==> src/rtl/branch_compare_seq.sv <==
// Slice-serial magnitude comparator for the RV32I branch path: one SLICE_W-bit
// compare per cycle, LSB slice first, producing gt/eq/lt and the branch-taken flag.
module branch_compare_seq #(
   parameter int DATA_W  = 32,
   parameter int SLICE_W = 4
) (
   input  logic              i_clk,
   input  logic              i_rst,
   input  logic              i_valid,
   output logic              o_ready,
   input  logic [DATA_W-1:0] i_a,
   input  logic [DATA_W-1:0] i_b,
   input  logic [2:0]        i_funct3,
   input  logic              i_flush,
   output logic              o_valid,
   input  logic              i_ready,
   output logic              o_gt,
   output logic              o_eq,
   output logic              o_lt,
   output logic              o_taken,
   output logic              o_err,
   output logic [1:0]        dbg_state
);

   localparam int NSLICE = DATA_W / SLICE_W;
   localparam int CNT_W  = (NSLICE > 1) ? $clog2(NSLICE) : 1;
   localparam logic [CNT_W-1:0] LAST_CNT = CNT_W'(NSLICE - 1);

   typedef enum logic [1:0] {
      IDLE = 2'd0,
      RUN  = 2'd1,
      DONE = 2'd2
   } state_t;

   // Handshake: a request transfers on a rising edge with i_valid & o_ready;
   // a result transfers on a rising edge with o_valid & i_ready. o_valid and
   // the result fields stay stable until that transfer or a flush/reset.

   state_t            state;
   logic [CNT_W-1:0]  cnt;
   logic [DATA_W-1:0] a_sh;
   logic [DATA_W-1:0] b_sh;
   logic [2:0]        f3;
   logic              acc_gt;
   logic              acc_eq;
   logic              acc_lt;

   logic [DATA_W-1:0] sign_flip;
   logic [SLICE_W-1:0] slice_a;
   logic [SLICE_W-1:0] slice_b;
   logic              nxt_gt;
   logic              nxt_eq;
   logic              nxt_lt;
   logic              nxt_taken;
   logic              nxt_err;

   // Flipping both MSBs maps two's-complement order onto unsigned order.
   assign sign_flip = {~i_funct3[1], {(DATA_W-1){1'b0}}};

   // Operands are shifted down each RUN cycle so the active slice is always at bit 0.
   assign slice_a = a_sh[SLICE_W-1:0];
   assign slice_b = b_sh[SLICE_W-1:0];

   always_comb begin
      nxt_gt = acc_gt;
      nxt_eq = acc_eq;
      nxt_lt = acc_lt;
      if (slice_a > slice_b) begin
         nxt_gt = 1'b1;
         nxt_eq = 1'b0;
         nxt_lt = 1'b0;
      end else if (slice_a < slice_b) begin
         nxt_gt = 1'b0;
         nxt_eq = 1'b0;
         nxt_lt = 1'b1;
      end
   end

   always_comb begin
      nxt_taken = 1'b0;
      nxt_err   = 1'b0;
      case (f3)
         3'b000:         nxt_taken = nxt_eq;
         3'b001:         nxt_taken = ~nxt_eq;
         3'b100, 3'b110: nxt_taken = nxt_lt;
         3'b101, 3'b111: nxt_taken = ~nxt_lt;
         default:        nxt_err   = 1'b1;
      endcase
   end

   always_ff @(posedge i_clk) begin
      if (i_rst) begin
         state   <= IDLE;
         cnt     <= '0;
         a_sh    <= '0;
         b_sh    <= '0;
         f3      <= '0;
         acc_gt  <= 1'b0;
         acc_eq  <= 1'b1;
         acc_lt  <= 1'b0;
         o_ready <= 1'b1;
         o_valid <= 1'b0;
         o_gt    <= 1'b0;
         o_eq    <= 1'b0;
         o_lt    <= 1'b0;
         o_taken <= 1'b0;
         o_err   <= 1'b0;
      end else if (i_flush) begin
         state   <= IDLE;
         cnt     <= '0;
         o_ready <= 1'b1;
         o_valid <= 1'b0;
      end else begin
         case (state)
            IDLE: begin
               if (i_valid) begin
                  a_sh    <= i_a ^ sign_flip;
                  b_sh    <= i_b ^ sign_flip;
                  f3      <= i_funct3;
                  acc_gt  <= 1'b0;
                  acc_eq  <= 1'b1;
                  acc_lt  <= 1'b0;
                  cnt     <= '0;
                  o_ready <= 1'b0;
                  state   <= RUN;
               end
            end
            RUN: begin
               a_sh   <= a_sh >> SLICE_W;
               b_sh   <= b_sh >> SLICE_W;
               acc_gt <= nxt_gt;
               acc_eq <= nxt_eq;
               acc_lt <= nxt_lt;
               if (cnt == LAST_CNT) begin
                  cnt     <= '0;
                  o_gt    <= nxt_gt;
                  o_eq    <= nxt_eq;
                  o_lt    <= nxt_lt;
                  o_taken <= nxt_taken;
                  o_err   <= nxt_err;
                  o_valid <= 1'b1;
                  state   <= DONE;
               end else begin
                  cnt <= cnt + CNT_W'(1);
               end
            end
            DONE: begin
               if (i_ready) begin
                  o_valid <= 1'b0;
                  o_ready <= 1'b1;
                  state   <= IDLE;
               end
            end
            default: begin
               state   <= IDLE;
               o_ready <= 1'b1;
               o_valid <= 1'b0;
            end
         endcase
      end
   end

   assign dbg_state = state;

endmodule

==> config.mk <==
export PLATFORM = sky130hd
export DESIGN_NAME = branch_compare_seq
export DESIGN_NICKNAME = d
export VERILOG_FILES = /design/src/rtl/branch_compare_seq.sv
export SDC_FILE = /design/constraint.sdc
export NUM_CORES = 1
export LEC_CHECK = 0
export ABC_AREA = 1
export CAP_MARGIN = 20
export CORE_MARGIN = 2
export CORE_UTILIZATION = 50
export CTS_CLUSTER_SIZE = 24
export DETAILED_ROUTE_END_ITERATION = 7
export PLACE_DENSITY = 0.82
export SYNTH_ARGS = -nofsm -noshare
export SYNTH_HDL_FRONTEND = slang
export SYNTH_SLANG_ARGS = --single-unit
==> constraint.sdc <==
create_clock -name i_clk -period 1.92 [get_ports i_clk]
set_input_delay 0.576 -clock i_clk [delete_from_list [all_inputs] [get_ports i_clk]]
set_output_delay 0.576 -clock i_clk [all_outputs]
set_load 0.02 [all_outputs]
=== After elaboration in Yosys (flattened, before gate mapping) ===
Cells that the tools add are included.

* Add/subtract/negate cells: 1
* Multipliers: 0
* Div/mod/pow operators: 0
* Order comparisons: 2
* Eq/ne operators: 11
* Shifts and indexed selects: 0
* Mux-type cells: 29
* Bitwise gates (word level): 8
* Reduce and logical (&&, ||, !) cells: 14

{| class="wikitable"
|+ Operators with widths
! operator !! count
|-
| 32-bit case mux with 2 select lines || 2
|-
| 32-bit two-way mux || 2
|-
| 32-bit bitwise XOR || 2
|-
| 3-bit AND reduction || 6
|-
| 3-bit == test, second input constant || 5
|-
| 1-bit two-way mux || 12
|-
| 2-bit two-way mux || 3
|-
| 3-bit two-way mux || 2
|-
| 2-bit inequality test, second input constant || 3
|-
| 1-bit NOT || 6
|-
| 1-bit case mux with 2 select lines || 3
|-
| 1-bit case mux with 3 select lines || 2
|-
| 2-bit case mux with 3 select lines || 1
|-
| 3-bit case mux with 2 select lines || 1
|-
| 2-bit OR reduction || 3
|-
| 6-bit OR reduction || 1
|-
| 4-bit greater-than comparator || 1
|-
| 4-bit less-than comparator || 1
|-
| 1-bit case mux with 4 select lines || 1
|-
| 3-bit by 1-bit adder with 3-bit output, second input constant || 1
|-
| 3-bit by 1-bit == test with 1-bit output, second input constant || 1
|-
| 3-bit logical NOT || 1
|-
| 2-bit by 1-bit == test with 1-bit output, second input constant || 1
|-
| 2-bit == test, second input constant || 1
|-
| 3 further kinds || 3
|}

* Register bits after elaboration: 82
* Bits in latches: 0
* RAM bits: 0
* ROM bits: 0
* Bits of input ports: 72
* Output and inout bits: 9
* Logic and storage cells: 80
* Memories: 0

=== Longest topological paths before layout ===
* Word-level depth: 5
* Mapped depth: 13

=== Worst setup path before layout ===
OpenSTA, ideal clock, no wires.

* Path kind: register to register
* Start: register state[0] (netlist: dbg_state[0])
* End: register a_sh[0]
* Library setup time: 0.125 ns
* Data arrival time: 1.317 ns
* Required time: 1.795 ns
* Slack: 0.478 ns
* Stages on the path, launching flop included: 10
* Buffers on the path: 2
* Path through: dfxtp_1 -> inv_2 -> nor2_4 -> inv_2 -> nand2_2 -> nand2_2 -> inv_2 -> buf_6 -> buf_2 -> a31oi_1

* Cells in the longest elaborated chain, start to end: 3

{| class="wikitable"
|+ Ends and longest elaborated chain
! item !! line !! text
|-
| from (decl) || 39 || <nowiki>state_t state;</nowiki>
|-
| from (signal assigned) || 93 || <nowiki>state <= IDLE;</nowiki>
|-
| from (signal assigned) || 109 || <nowiki>state <= IDLE;</nowiki>
|-
| from (signal assigned) || 125 || <nowiki>state <= RUN;</nowiki>
|-
| 2-bit by 1-bit == test with 1-bit output / 2-bit logical NOT (equally long branches) || 114 || <nowiki>case (state)</nowiki>
|-
| 2-bit nonzero test (no line) / 2-bit inequality test (equally long branches) || - ||
|-
| 3-bit AND reduction (no line) || - ||
|-
| to (signal assigned) || 117 || <nowiki>a_sh <= i_a ^ sign_flip;</nowiki>
|-
| to (signal assigned) || 129 || <nowiki>a_sh <= a_sh >> SLICE_W;</nowiki>
|-
| to (decl) || 41 || <nowiki>logic [DATA_W-1:0] a_sh;</nowiki>
|}

Parallel ways exist; a longest one is shown, timed or not.
A chain may end at the register's enable or synchronous reset.

=== Worst setup path after layout ===
* Start: register o_taken
* End: output port o_taken

{| class="wikitable"
|+ RTL lines
! item !! line !! text
|-
| from (decl) || 20 || <nowiki>output logic o_taken,</nowiki>
|-
| from (signal assigned) || 139 || <nowiki>o_taken <= nxt_taken;</nowiki>
|}

No word-level cell between the ends.

==> summary.md <==
| Metric | Value |
|---|---|
| H-tree depth | `3` |
| Slowest-stage cell, CP | `clkdlybuf4s50_1` |
| Synth Instances | `483` |
| Slew margin rel. | `0.606` |
| Most frequent cells in the layout | `nand2_1 (146), dfxtp_1 (82), clkdlybuf4s50_1 (77)` |
| Worst VDD drop | `0.425 mV` |
| DR pass1 iterations | `5` |
| Grt ovf | `0` |
| IO Port Bufs | `80` |
| Largest net degree at the start of global routing | `62` |
| GP Congestion | `0.820` |
| Outcome | `completed` |
| Area Overhead vs Synth | `32.5%` |
| Layout cells sized above 1 | `0.0712` |
| Via count | `3499` |
| Hold Crit Class | `reg -> reg` |
| Worst setup EP type | `output pin` |
| Number of setup buffers added after CTS | `0` |
| Vias in the first global route | `3182` |
| Critical path class | `reg -> out` |
| Worst-Margin Slew | `0.591 ns` |
| Avg Cell Area, Syn | `7.35 µm²` |
| Initial core utilization | `0.520` |
| DR iter-0 viols | `198` |
| Inserted Diodes | `0` |
| Horiz. Die Dim | `88.3 µm` |
| Clk sinks | `82` |
| DP HPWL | `5840 µm` |
| Max Clk Rate | `0.533 GHz` |
| Wire per inst | `12.9 µm` |
| Num CTS Buffers | `9` |
| Initial antenna violation count | `0` |
| Core area | `0.00683 mm²` |
| CP peak stage delay | `0.61 ns` |
| Vias/cell | `5.32` |
| Skew final | `0.00917 ns` |
| Crit-path max FO | `2` |
| Register area share after synthesis | `0.462` |
| Final WL | `8500 µm` |
| Syn_nets | `561` |
| Hold Fails Final Rpt | `0` |
| Synth Cell Area | `0.00355 mm²` |
| Overall routing resource usage | `0.228` |
| Ys Warns | `0` |
| Cells after DPL | `643` |
| Die Area | `0.00779 mm²` |
| Final setup viols | `0` |
| Worst Path Arrival | `1.30 ns` |
| Min Clock Period, post-route | `1.88 ns` |
| CP Data Required Time | `1.34 ns` |
| Max-cap violations | `0` |
| Hold WS | `0.468 ns` |
| Fin crit share | `0.978` |
| Placement Rows | `30` |
| Worst-path clk slew | `0.08 ns` |
| Sum Neg Setup Slack | `0 ns` |
| CP bufs+invs | `1` |
| I/O pin cnt | `81` |
| CP top delay family | `buffers and inverters` |
| LEAKAGE | `1.91 nW` |
| Final Non-Filler Cells | `658` |
| Final net count | `636` |
| First-pass GRT wire length | `13900 µm` |
| Pins Over Slew Limit | `0` |
| Commonest non-fill, non-tap cell in the layout | `nand2_1` |
| Final WS setup | `0.0421 ns` |
| Critical Path, Cell by Cell | `clkdlybuf4s50_1` |
| Final core occ | `0.689` |
| Clock latency on the worst-skew pair | `0.35 ns` |
| Register bit total from synthesis | `82` |
| Root Driver | `clkbuf_8` |
| DRC Markers | `0` |
| Critical Path Start Type | `flip-flop` |
| # hold bufs at CTS | `0` |
| Die H | `88.3 µm` |
| Post-DRT Antenna Nets | `0` |
| Yosys cell types | `24` |
| CTS tree | `yes` |
| Pwr dens | `797 mW/mm²` |
| Clock Path Buffers | `2` |
| Post-Place Worst Slack | `-0.108 ns` |
| RSZ-0062 raised after global routing | `no` |
==> where the power goes <==
part | total (mW) | switching [mW] | internal, mW
sequential | 1.88 | 0.0610 | 1.82
clock | 1.26 | 0.599 | 0.665
combinational | 0.609 | 0.309 | 0.301
==> cells in the mapped netlist, drive strengths merged <==
cell,n,area [µm²]
nor3b,1,7.51
clkbuf,22,86.3
o21ai,72,360
buf,13,88.8
ha,6,75.1
a21oi,23,115
inv,27,101
nand3,14,70.1
nand2,148,561
nor3,1,5.00
a211oi,1,7.51
nor2,14,60.1
o21a,1,7.51
dfxtp,82,1640
a31oi,56,350
o31ai,1,7.51
nand4,1,6.26
==> cells by family after synthesis <==
family,count (synthesis),share of synthesized area
buf+inv,62,0.0779
compound gates,154,0.239
fa+ha+maj,6,0.0211
simple gates,179,0.200
flops,82,0.462
==> worst paths after layout <==
kind                              start  endpoint  depth (start not counted)  slack, ns
worst min register to register   acc_gt    acc_gt                          2       0.47
worst min-delay path             acc_gt    acc_gt                          2       0.47
worst max register to register  b_sh[1]   o_taken                         10       0.32
worst max-delay path            o_taken   o_taken                          1       0.04
==> state kept, by name (all words and copies together), names as in the netlist <==
register   cells
acc_gt         1
o_gt           1
o_taken        1
acc_lt         1
acc_eq         1
a_sh          32
cnt            3
o_valid        1
o_err          1
f3             3
o_eq           1
o_ready        1
b_sh          32
dbg_state      2
o_lt           1
==> stage by stage <==
stage               cell area [µm²]  power [mW]
floorplan                      3550        2.25
global placement               4500        2.50
detailed placement             4500        2.52
CTS                            4700        3.77
global route                   4710        3.93
finish                         4710        3.75
==> per-layer routing <==
layer	track usage	vias up	part of all wire
met5	0	-	0
met4	0.113	0	0.018
met3	0.0466	17	0.058
met2	0.373	124	0.48
met1	0.288	1567	0.44
li1	-	1791	-
==> timing repair <==
action / 4_1_cts / 5_1_grt
resized for setup: 2 / 1
endpoints found under the hold margin: 0 / 0
gates cloned: 0 / 0
endpoints found under the setup margin: 2 / 1
==> layout make-up <==
cell class / count / area (µm²)
clock buffer: 11 / 151
clock inverter: 4 / 51.3
fill: 580 / 2130
inverter: 27 / 103
multi-input combinational: 339 / 1630
sequential: 82 / 1640
tap: 96 / 120
timing repair buffer: 99 / 1010
Note: power is estimated with default switching activity, not from simulation.
